### src/rtl/bcd_modulo_counter_pkg.sv
// Shared BCD types, digit limits and load-value validation for the modulo counter.
// Purpose: common definitions; no logic, no latency, no backpressure.
package bcd_cnt_pkg;

    typedef logic [3:0] bcd_digit_t;

    localparam bcd_digit_t BCD_MAX  = 4'd9;
    localparam bcd_digit_t BCD_ZERO = 4'd0;

    // A load value is usable only if both nibbles are decimal and it fits the count range.
    function automatic logic bcd_valid(input logic [7:0] d, input int modulus);
        int val;
        val = int'(d[7:4]) * 10 + int'(d[3:0]);
        return (d[7:4] <= BCD_MAX) && (d[3:0] <= BCD_MAX) && (val <= modulus - 1);
    endfunction

endpackage

### src/rtl/bcd_modulo_counter_if.sv
// Control/data bundle of the BCD modulo counter; BCDCNT_DOWN_EN adds the Dn direction bit.
// Purpose: port grouping only; no latency; no backpressure (enable-driven counter).
interface bcd_modulo_counter_if;

    logic       Load;
    logic       En;
    logic [7:0] D;
    logic [7:0] Q;
    logic       CO;
`ifdef BCDCNT_DOWN_EN
    logic       Dn;
`endif

    modport master (
        output Load, En, D,
        input  Q, CO
`ifdef BCDCNT_DOWN_EN
        , output Dn
`endif
    );

    modport slave (
        input  Load, En, D,
        output Q, CO
`ifdef BCDCNT_DOWN_EN
        , input Dn
`endif
    );

endinterface

### src/rtl/bcd_modulo_counter_digit.sv
// One decade digit: load > inc > dec > hold, wrapping between 0 and WRAP.
// Latency one CP edge; no backpressure.
module bcd_digit
    import bcd_cnt_pkg::*;
#(
    parameter bcd_digit_t WRAP = BCD_MAX
) (
    input  logic       clk,
    input  logic       rst,
    input  logic       inc,
    input  logic       dec,
    input  logic       load,
    input  bcd_digit_t d,
    output bcd_digit_t q,
    output logic       at_max,
    output logic       at_zero
);

    assign at_max  = (q == WRAP);
    assign at_zero = (q == BCD_ZERO);

    always_ff @(posedge clk or posedge rst) begin
        if (rst) begin
            q <= BCD_ZERO;
        end else if (load) begin
            q <= d;
        end else if (inc) begin
            q <= at_max ? BCD_ZERO : q + 4'd1;
        end else if (dec) begin
            q <= at_zero ? WRAP : q - 4'd1;
        end
    end

endmodule

### src/rtl/bcd_modulo_counter.sv
// Two-digit BCD modulo-MODULUS counter with load, enable and cascade carry; BCDCNT_DOWN_EN adds down-count.
// Latency one CP edge; CO is combinational; no backpressure (En gates counting).
module bcd_modulo_counter
    import bcd_cnt_pkg::*;
#(
    parameter int MODULUS = 60
) (
    input  logic                  CP,
    input  logic                  CLR,
    bcd_modulo_counter_if.slave   bus
);

    localparam logic [7:0] TERM = {4'((MODULUS - 1) / 10), 4'((MODULUS - 1) % 10)};

    bcd_digit_t units_q, tens_q;
    logic       units_at_max, units_at_zero;
    logic       tens_max_unused, tens_at_zero;
    logic [7:0] q;
    logic       at_term, at_floor, down;
    logic       ld;
    logic [7:0] ld_val;
    logic       units_inc, units_dec, tens_inc, tens_dec;

`ifdef BCDCNT_DOWN_EN
    assign down = bus.Dn;
`else
    assign down = 1'b0;
`endif

    assign q        = {tens_q, units_q};
    assign at_term  = (q == TERM);
    assign at_floor = units_at_zero && tens_at_zero;

    // The modulus wrap is done by loading both digits rather than by the digits' own wrap,
    // since the range ends at MODULUS-1, not at 99.
    always_comb begin
        ld        = 1'b0;
        ld_val    = 8'h00;
        units_inc = 1'b0;
        units_dec = 1'b0;
        tens_inc  = 1'b0;
        tens_dec  = 1'b0;
        if (bus.Load) begin
            ld     = 1'b1;
            ld_val = bcd_valid(bus.D, MODULUS) ? bus.D : 8'h00;
        end else if (bus.En && down) begin
            if (at_floor) begin
                ld     = 1'b1;
                ld_val = TERM;
            end else begin
                units_dec = 1'b1;
                tens_dec  = units_at_zero;
            end
        end else if (bus.En) begin
            if (at_term) begin
                ld = 1'b1;
            end else begin
                units_inc = 1'b1;
                tens_inc  = units_at_max;
            end
        end
    end

    bcd_digit #(.WRAP(BCD_MAX)) u_units (
        .clk     (CP),
        .rst     (CLR),
        .inc     (units_inc),
        .dec     (units_dec),
        .load    (ld),
        .d       (ld_val[3:0]),
        .q       (units_q),
        .at_max  (units_at_max),
        .at_zero (units_at_zero)
    );

    bcd_digit #(.WRAP(BCD_MAX)) u_tens (
        .clk     (CP),
        .rst     (CLR),
        .inc     (tens_inc),
        .dec     (tens_dec),
        .load    (ld),
        .d       (ld_val[7:4]),
        .q       (tens_q),
        .at_max  (tens_max_unused),
        .at_zero (tens_at_zero)
    );

    assign bus.Q  = q;
    assign bus.CO = !CLR && bus.En && (down ? at_floor : at_term);

endmodule

### src/flat_wrapper.sv
// flat-port wrapper written by rule: the top's interface ports become plain ports
module bcd_modulo_counter_flat import bcd_cnt_pkg::*;
#(
    parameter int MODULUS = 60
)
  (CP, CLR, bus_Load, bus_En, bus_D, bus_Q, bus_CO);
  bcd_modulo_counter_if bus_i ();
  input  logic CP;
  input  logic CLR;
  input wire logic [$bits(bus_i.Load)-1:0] bus_Load;
  input wire logic [$bits(bus_i.En)-1:0] bus_En;
  input wire logic [$bits(bus_i.D)-1:0] bus_D;
  output wire logic [$bits(bus_i.Q)-1:0] bus_Q;
  output wire logic [$bits(bus_i.CO)-1:0] bus_CO;
  assign bus_i.Load = bus_Load;
  assign bus_i.En = bus_En;
  assign bus_i.D = bus_D;
  assign bus_Q = bus_i.Q;
  assign bus_CO = bus_i.CO;
  bcd_modulo_counter #(.MODULUS(MODULUS)) u_core (.CP(CP), .CLR(CLR), .bus(bus_i));
endmodule
### config.mk
export PLATFORM = sky130hd
export DESIGN_NAME = bcd_modulo_counter_flat
export DESIGN_NICKNAME = d
export VERILOG_FILES = /design/src/rtl/bcd_modulo_counter_pkg.sv /design/src/rtl/bcd_modulo_counter_if.sv /design/src/rtl/bcd_modulo_counter_digit.sv /design/src/rtl/bcd_modulo_counter.sv /design/src/flat_wrapper.sv
export SDC_FILE = /design/constraint.sdc
export NUM_CORES = 1
export LEC_CHECK = 0
export CORE_AREA = 10 10 52 54
export DETAILED_ROUTE_END_ITERATION = 8
export DIE_AREA = 0 0 62 64
export GPL_TIMING_DRIVEN = 1
export PLACE_DENSITY = 0.74
export SYNTH_ARGS = -nofsm -noshare
export SYNTH_HDL_FRONTEND = slang
export SYNTH_SLANG_ARGS = --single-unit
### constraint.sdc
create_clock -name CP -period 2.43 [get_ports CP]
set_input_delay 0.243 -clock CP [delete_from_list [all_inputs] [get_ports CP]]
set_output_delay 0.243 -clock CP [all_outputs]
set_load 0.005 [all_outputs]
==> metrics.csv, run 1 <==
metric;value;unit
outcome;finished, final reports clean;
cp_slowest_cell;clkdlybuf4s50_1;
cpPeakStageDelay;430;ps
numCtsBuffers;3;
synthCells;86;
ctsHoldBuffers;0;
io_buffers;20;
wl_per_cell;13.8;um
rows;15;
startpoint;bus_D[7];
fmax;420;MHz
multiInputGateArea;598;um2
ir_worst_vdd;193;uV
power.density;414;mW/mm2
syn-num-nets;107;
clk_latency;250;ps
globalplace.congestion;0.747;
ant_nets;0;
end_kind;flip-flop;
crit_path_end;u_core.u_units.q[3]$_DFFE_PP0P_;
skew;1.33;ps
slew_viol_final;0;
path_class;in -> reg;
yosysUniqueCellTypes;33;
yosys_warnings;0;
dp.final_hpwl;1570;um
placeableCoreArea;0.00171;mm2
drt-total-wl;1960;um
avgSynthCellArea;8.77;um2
grt_max_degree;14;
maxCapViolations;0;
final_cells;142;
finalNetCount;140;
dp_cells;138;
filler_cell_count;149;
r2r-start;u_core.u_units.q[2]$_DFFE_PP0P_;
start_util;44.2;%
p_leak;0.455;nW
start_kind;input port;
remaining_drc_errors;0;
diodes;0;
syn_area;754;um2
die_h;64;um
seqCellArea;200;um2
cts-root-buf;clkbuf_4;
hold_ws;258;ps
synth.yosys.seq_area_share;26.5;%
drtIter0Drc;21;
clockBufferDepth;2;
path_cells;clkdlybuf4s50_1, ha_1, ha_4, fa_1, and2_1, a21oi_2, o21bai_4, o221a_4, o22ai_1;
clk_pin_slew_worst_paths;50;ps
grt_antenna_before_repair;0;
h-tree-depth;1;
min_period_over_period;97.9;%
grt_pass1_vias;748;
cts_tree;yes;
critical_path_arrival;2490;ps
reg2reg_depth;5;
grt_pass1_wl;3110;um
vias;779;
required;2540;ps
clock-sinks;8;
final_hold_viol_count;0;
ys_ff_latch;8;
maxSlewHeadroom;58.9;%
r2r_end;u_core.u_tens.q[3]$_DFFE_PP0P_;
final-setup-viol-count;0;
area_growth;51.9;%
post-route-min-period;2380;ps
worst_pin_slew;609;ps
globalRouteTotalUtil;10.0;%
globalRoute.totalOverflow;0;
firstDrtPassIters;5;
layout-drive-gt1-share;21.4;%
hold_path_class;in -> async;
viasPerCell;5.49;
die_w;62;um
r2r_setup_slack;660;ps
ios;21;
dieArea;0.00397;mm2
path_max_fanout;8;
how the worst min path moves through the flow:
| stage | startpoint | end | slack [ps] | depth (start not counted) |
|---|---|---|---|---|
| finish | CLR | u_core.u_tens.q[1]$_DFFE_PP0P_ | 260 | 2 |
| global route | CLR | u_core.u_tens.q[1]$_DFFE_PP0P_ | 300 | 2 |
| CTS | CLR | u_core.u_tens.q[2]$_DFFE_PP0P_ | 260 | 2 |
| detailed placement | CLR | u_core.u_tens.q[2]$_DFFE_PP0P_ | 530 | 2 |
| global placement | CLR | u_core.u_tens.q[3]$_DFFE_PP0P_ | 530 | 2 |
| floorplan | CLR | u_core.u_tens.q[0]$_DFFE_PP0P_ | 60 | 1 |
metrics by stage:
stage / instance area (um2) / power, mW / setup WS, ps / utilization (%) / setup TNS, ps
after global routing: 1150 / 0.509 / -20.2 / 67.1 / -78.0
after detailed placement: 1040 / 0.342 / -241 / 61.2 / -1720
final: 1150 / 0.474 / 50.8 / 67.1 / 0
after CTS: 1070 / 0.443 / 20.5 / 62.5 / 0
after global placement: 1040 / 0.335 / -165 / 61.2 / -1140
after floorplan: 754 / 0.258 / 363 / - / 0
critical path, delay by kind of cell:
kind | cells | cell delay [ps]
AO/OA/AOI/OAI | 4 | 700
adder cells (fa/ha/maj) | 3 | 940
buffers and inverters | 1 | 430
AND/OR/NAND/NOR | 1 | 180
flip-flops by register name, indices dropped and copies added (netlist names):
name / cells
u_core.u_tens.q: 4
u_core.u_units.q: 4
kinds of logic after synthesis:
group,synth area share [%]
flip-flops,26.5
AO/OA/AOI/OAI,24.7
XOR/XNOR,5.81
adder cells (fa/ha/maj),16.9
AND/OR/NAND/NOR,22.4
buffers and inverters,3.65
cell usage in the layout, fill, tap and decap left out, types with 3 or more instances in the layout:
cell	n
a21oi_1	6
and2_1	3
buf_4	10
clkbuf_4	3
clkdlybuf4s50_1	20
dfrtp_1	8
ha_1	6
inv_1	5
nand3_1	7
nor2_1	3
o21ai_0	4
o22ai_1	4
o22ai_2	3
xnor2_1	3
routing by layer:
layer / GRT usage [%] / wire (um) / vias to the layer above / share of wire [%]
li1: - / - / 388 / -
met5: 0 / 0 / - / 0
met1: 10.6 / 734 / 359 / 38
met3: 1.19 / 111 / 8 / 5.7
met4: 8.38 / 85 / 0 / 4.3
met2: 16.7 / 1030 / 24 / 52
power breakdown:
group,internal (mW),switching [mW],leakage (nW)
combinational,0.115,0.0984,0.333
sequential,0.146,0.0161,0.108
clock,0.0563,0.0423,0.0138
total,0.318,0.157,0.455
timing repair:
item	4_1_cts	5_1_grt
buffers inserted	0	1
resized for setup	0	11
endpoints found under the setup margin	0	8
synth_stat cells:
master / instances / area [um2]
nand2_2: 1 / 6.26
nor3b_1: 2 / 15.0
or2b_1: 1 / 7.51
dfrtp_1: 8 / 200
a22oi_1: 1 / 7.51
nor3_1: 3 / 15.0
nand2b_1: 2 / 12.5
o21bai_1: 2 / 15.0
or4_1: 1 / 7.51
o221a_2: 1 / 11.3
a21o_1: 1 / 7.51
fa_1: 2 / 40.0
o21ai_2: 1 / 8.76
clkbuf_2: 1 / 5.00
inv_1: 5 / 18.8
o311a_1: 1 / 10.0
and2_1: 3 / 18.8
nor2_1: 3 / 11.3
nand4_1: 2 / 12.5
nor4_1: 1 / 6.26
nand4b_1: 2 / 17.5
o21ba_1: 1 / 10.0
a211o_1: 1 / 8.76
o21ai_0: 4 / 20.0
xor2_1: 2 / 17.5
o22ai_1: 7 / 43.8
nand2_1: 1 / 3.75
a221oi_1: 1 / 8.76
clkbuf_1: 1 / 3.75
nand3_1: 7 / 35.0
ha_1: 7 / 87.6
xnor2_1: 3 / 26.3
a21oi_1: 7 / 35.0
layout make-up:
class	count	share of cell area [%]
multi-input cells	71	52.2
flip-flops and latches	8	17.5
repair buffers	30	24.0
inverters	5	1.64
well taps	25	2.73
clock buffers	3	1.97
Power figures use the tool's default switching activity.
==> run 2: changes to the inputs <==
- CORE_AREA: 10 10 52 54 -> 2 2 44 46
- DIE_AREA: 0 0 62 64 -> 0 0 46 48
==> run 2 against run 1 <==
Net effect: clock power about the same; die area down 44%; flip-flop and latch count unchanged; critical endpoint is now bus_CO; clock skew up 3.2 ps; largest power group unchanged; sequential power about the same; sequential share of layout area up 0.43 points; combinational power down 9%; global-route usage up 8.2 points; routed wire length down 8.5%; register-to-register slack about the same.
==> metrics.csv, run 2 (synthesis results as in run 1) <==
metric;value;unit
outcome;finished, final reports clean;
worst_pin_slew;591;ps
clockBufferDepth;2;
firstDrtPassIters;4;
ant_nets;0;
h-tree-depth;1;
layout_common_cells;clkdlybuf4s50_1, buf_4, dfrtp_1;
ir_worst_vdd;266;uV
clock-sinks;8;
final-setup-viol-count;0;
preCtsSetupSlack;-329;ps
vias;778;
p_leak;0.473;nW
filler_cell_count;160;
clk_pin_slew_worst_paths;50;ps
layout-drive-gt1-share;20.5;%
cp_top_family;buffers and inverters;
drtIter0Drc;8;
final_util;66.2;%
grt_setup_unrepaired;no;
path_max_fanout;2;
layout_commonest_cell;clkdlybuf4s50_1;
worst_path_most_repeated_cell;clkdlybuf4s50_1;
final_hold_viol_count;0;
cpPeakStageDelay;540;ps
slew_viol_final;0;
rows;15;
numCtsBuffers;3;
multiInputGateArea;573;um2
skew;4.56;ps
hold_ws;266;ps
crit_buf_inv;2;
hold_path_class;in -> async;
reg_top3;u_core.u_tens.q: 4 flops, u_core.u_units.q: 4 flops;
start_kind;input port;
die_h;48;um
diodes;0;
placeableCoreArea;0.00169;mm2
grt_pass1_wl;2900;um
dp.final_hpwl;1410;um
cp_slowest_cell;clkdlybuf4s50_1;
finalNetCount;140;
grt_max_degree;14;
min_period_over_period;95.7;%
dieArea;0.00221;mm2
drt-total-wl;1790;um
start_util;44.7;%
remaining_drc_errors;0;
power;0.459;mW
clk_latency;250;ps
power.density;410;mW/mm2
io_buffers;20;
seqCellArea;200;um2
grt_antenna_before_repair;0;
fmax;430;MHz
ios;21;
end_kind;output port;
required;2190;ps
wl_per_cell;13.4;um
maxCapViolations;0;
globalRoute.totalOverflow;0;
viasPerCell;5.81;
cts_tree;yes;
ctsHoldBuffers;0;
fin_ws;105;ps
post-route-min-period;2320;ps
path_cells;clkdlybuf4s50_1, nand2_2, or4_1, nor4_1, clkdlybuf4s50_1;
area_growth;48.3;%
maxSlewHeadroom;60.2;%
grt_pass1_vias;742;
critical_path_arrival;2080;ps
globalRouteTotalUtil;18.3;%
path_class;in -> out;
cts-root-buf;clkbuf_4;
die_w;46;um
globalplace.congestion;0.689;
run 2: cell types whose count changed in the layout (fill, tap and decap cells not counted), sizes merged:
| cell | delta |
|---|---|
| clkdlybuf4s50 | -3 |
| dlymetal6s2s | +3 |
run 2: final cells by class:
cell class                      count  share of cell area [%]
Tap cell                           17                    1.90
Multi-Input combinational cell     71                    51.2
Inverter                            5                    1.68
Timing Repair Buffer               30                    25.3
Clock buffer                        3                    2.01
Sequential cell                     8                    17.9
run 2: through the flow:
step	area (um2)	TNS, ps	std cells
2_1_floorplan	754	0	86
3_3_place_gp	1030	-1200	130
3_5_place_dp	1030	-2090	130
4_1_cts	1080	0	133
5_1_grt	1120	0	134
6_report	1120	0	134
run 2: where the power goes:
part           internal (mW)  switching [mW]  leakage [nW]
Clock                 0.0564          0.0442        0.0138
Sequential             0.146          0.0173         0.108
Combinational          0.107          0.0881         0.351
run 2: routing by layer:
layer  share of wire [%]  global-route usage [%]
met5                   0                       0
met1                  40                    20.2
met2                  56                    35.6
met3                 3.3                    1.13
met4                 1.1                    8.00
run 2: path summary, 6_finish.rpt:
path                                                  from  slack, ps                         endpoint  cells after the start
hold reg to reg             u_core.u_tens.q[0]$_DFFE_PP0P_        640   u_core.u_tens.q[0]$_DFFE_PP0P_                      2
setup reg to reg           u_core.u_units.q[2]$_DFFE_PP0P_        660   u_core.u_tens.q[3]$_DFFE_PP0P_                      5
hold / removal                                         CLR        270   u_core.u_tens.q[2]$_DFFE_PP0P_                      2
min in group CP                                   bus_D[7]        420   u_core.u_tens.q[3]$_DFFE_PP0P_                      4
setup / recovery                                    bus_En        110                           bus_CO                      5
max in group asynchronous                              CLR       1930  u_core.u_units.q[2]$_DFFE_PP0P_                      2
run 2: worst register-to-register path, delay by kind of cell, from the launching register on:
kind                   cells  cell delay (ps)
buffers and inverters      1              180
DFF                        1              400
and+or+nand+nor            2              630
AOI/OAI and AO/OA          2              470
run 2: timing repair:
action	CTS	global route
endpoints found under the hold margin	0	0
gates resized for setup	3	9
setup endpoints to repair	4	8
buffers inserted	0	1
pin swaps	0	9
==> run 3: changes to the inputs <==
- CORE_AREA: 2 2 44 46 -> 2 2 46 48
- DIE_AREA: 0 0 46 48 -> 0 0 48 50
- PLACE_DENSITY: 0.74 -> 0.71
- clock period: 2.43 -> 1.9 ns (I/O delays scaled with it)
==> run 3 against run 2 <==
Net effect: critical path depth is 4 higher; core utilization rose by 0.42 points; combinational power rose by 66%; clock power up 25%; via count is 6.0% higher; design area rose by 13%; final cell count is 18% higher; critical path type is now in -> reg.
==> metrics.csv, run 3 (synthesis results as in run 1) <==
metric;value;unit
outcome;finished, final reports clean;
final-setup-viol-count;0;
viasPerCell;5.22;
die_w;48;um
clk_pin_slew_worst_paths;50;ps
globalRouteTotalUtil;17.5;%
clk_latency;250;ps
maxSlewHeadroom;79.5;%
startpoint;bus_D[7];
diodes;0;
hold_path_class;in -> async;
r2r-start;u_core.u_units.q[2]$_DFFE_PP0P_;
power.density;512;mW/mm2
grt_max_degree;9;
drtIter0Drc;1;
path_max_fanout;8;
final_util;66.6;%
globalRoute.totalOverflow;0;
layout-drive-gt1-share;40.5;%
h-tree-depth;1;
ir_worst_vdd;254;uV
grt_antenna_before_repair;0;
slew_viol_final;0;
ant_nets;0;
numCtsBuffers;3;
multiInputGateArea;636;um2
r2r_end;u_core.u_tens.q[3]$_DFFE_PP0P_;
required;2070;ps
skew;0.277;ps
remaining_drc_errors;0;
layout_commonest_cell;buf_4;
start_util;39.7;%
reg_top3;u_core.u_tens.q: 4 flops, u_core.u_units.q: 4 flops;
clockBufferDepth;2;
drt-total-wl;1900;um
clock-sinks;8;
maxCapViolations;0;
grt_pass1_wl;2980;um
dp.final_hpwl;1510;um
worst_pin_slew;306;ps
post-route-min-period;1810;ps
io_buffers;20;
start_kind;input port;
critical_path_arrival;1980;ps
ctsHoldBuffers;0;
layout_common_cells;buf_4, clkdlybuf4s50_1, dfrtp_1;
hold_ws;234;ps
end_kind;flip-flop;
r2r_setup_slack;130;ps
finalNetCount;154;
rows;16;
min_period_over_period;95.4;%
ios;21;
seqCellArea;200;um2
wl_per_cell;12.0;um
cts-root-buf;clkbuf_4;
dieArea;0.00240;mm2
path_class;in -> reg;
firstDrtPassIters;2;
vias;825;
grt_pass1_vias;798;
cts_tree;yes;
globalplace.congestion;0.731;
filler_cell_count;166;
final_hold_viol_count;0;
placeableCoreArea;0.00190;mm2
reg2reg_depth;5;
fmax;552;MHz
grt_setup_unrepaired;no;
p_leak;0.533;nW
die_h;50;um
crit_path_end;u_core.u_units.q[1]$_DFFE_PP0P_;
area_growth;68.0;%
==> run 3: how the worst min path moves through the flow <==
stage | endpoint | start | slack, ps | cells past startpoint
CTS | u_core.u_tens.q[3]$_DFFE_PP0P_ | CLR | 230 | 2
global route | u_core.u_tens.q[0]$_DFFE_PP0P_ | CLR | 280 | 2
floorplan | u_core.u_tens.q[0]$_DFFE_PP0P_ | CLR | 6 | 1
finish | u_core.u_tens.q[2]$_DFFE_PP0P_ | CLR | 230 | 2
detailed placement | u_core.u_tens.q[3]$_DFFE_PP0P_ | CLR | 490 | 2
global placement | u_core.u_tens.q[3]$_DFFE_PP0P_ | CLR | 480 | 2
==> run 3: routing by layer <==
metal / wire [um] / up-vias / GRT usage, %
li1: - / 417 / -
met1: 760 / 381 / 17.7
met2: 1030 / 22 / 31.8
met3: 69 / 5 / 1.10
met4: 46 / 0 / 10.8
met5: 0 / - / 0
==> run 3: through the flow <==
stage / instance area, um2 / TNS (ps) / setup slack (ps) / total power [mW] / std cells
floorplan: 793 / -202 / -46.0 / 0.344 / 86
global placement: 1180 / -4990 / -598 / 0.480 / 153
detailed placement: 1180 / -5500 / -680 / 0.490 / 153
CTS: 1250 / 0 / 28.8 / 0.644 / 158
global route: 1270 / 0 / 12.6 / 0.692 / 158
finish: 1270 / 0 / 87.6 / 0.649 / 158
==> run 3: what timing repair did <==
action                     CTS  global route
setup endpoints to repair    9             9
buffers inserted             2             0
pin swaps                   16             8
gates resized for setup     24             9
==> run 3: where the power goes <==
part,total [mW],leakage [nW],internal (mW),switching (mW)
registers,0.200,0.108,0.187,0.0131
logic,0.323,0.411,0.181,0.142
clock network,0.126,0.0138,0.0720,0.0541
total,0.649,0.533,0.440,0.209
==> run 3: layout make-up <==
cell class / instances / area share (%)
Clock buffer: 3 / 1.78
Multi-Input combinational cell: 71 / 50.1
Inverter: 5 / 1.48
Tap cell: 27 / 2.67
Sequential cell: 8 / 15.8
Timing Repair Buffer: 44 / 28.1
==> run 3: critical path, stage by stage <==
cell and delay [ps]:
buf_2 120, ha_4 240, ha_4 160, fa_2 540
nand2_2 60, nor3_2 100, nand3_1 100, o221a_4 320
o22ai_2 150
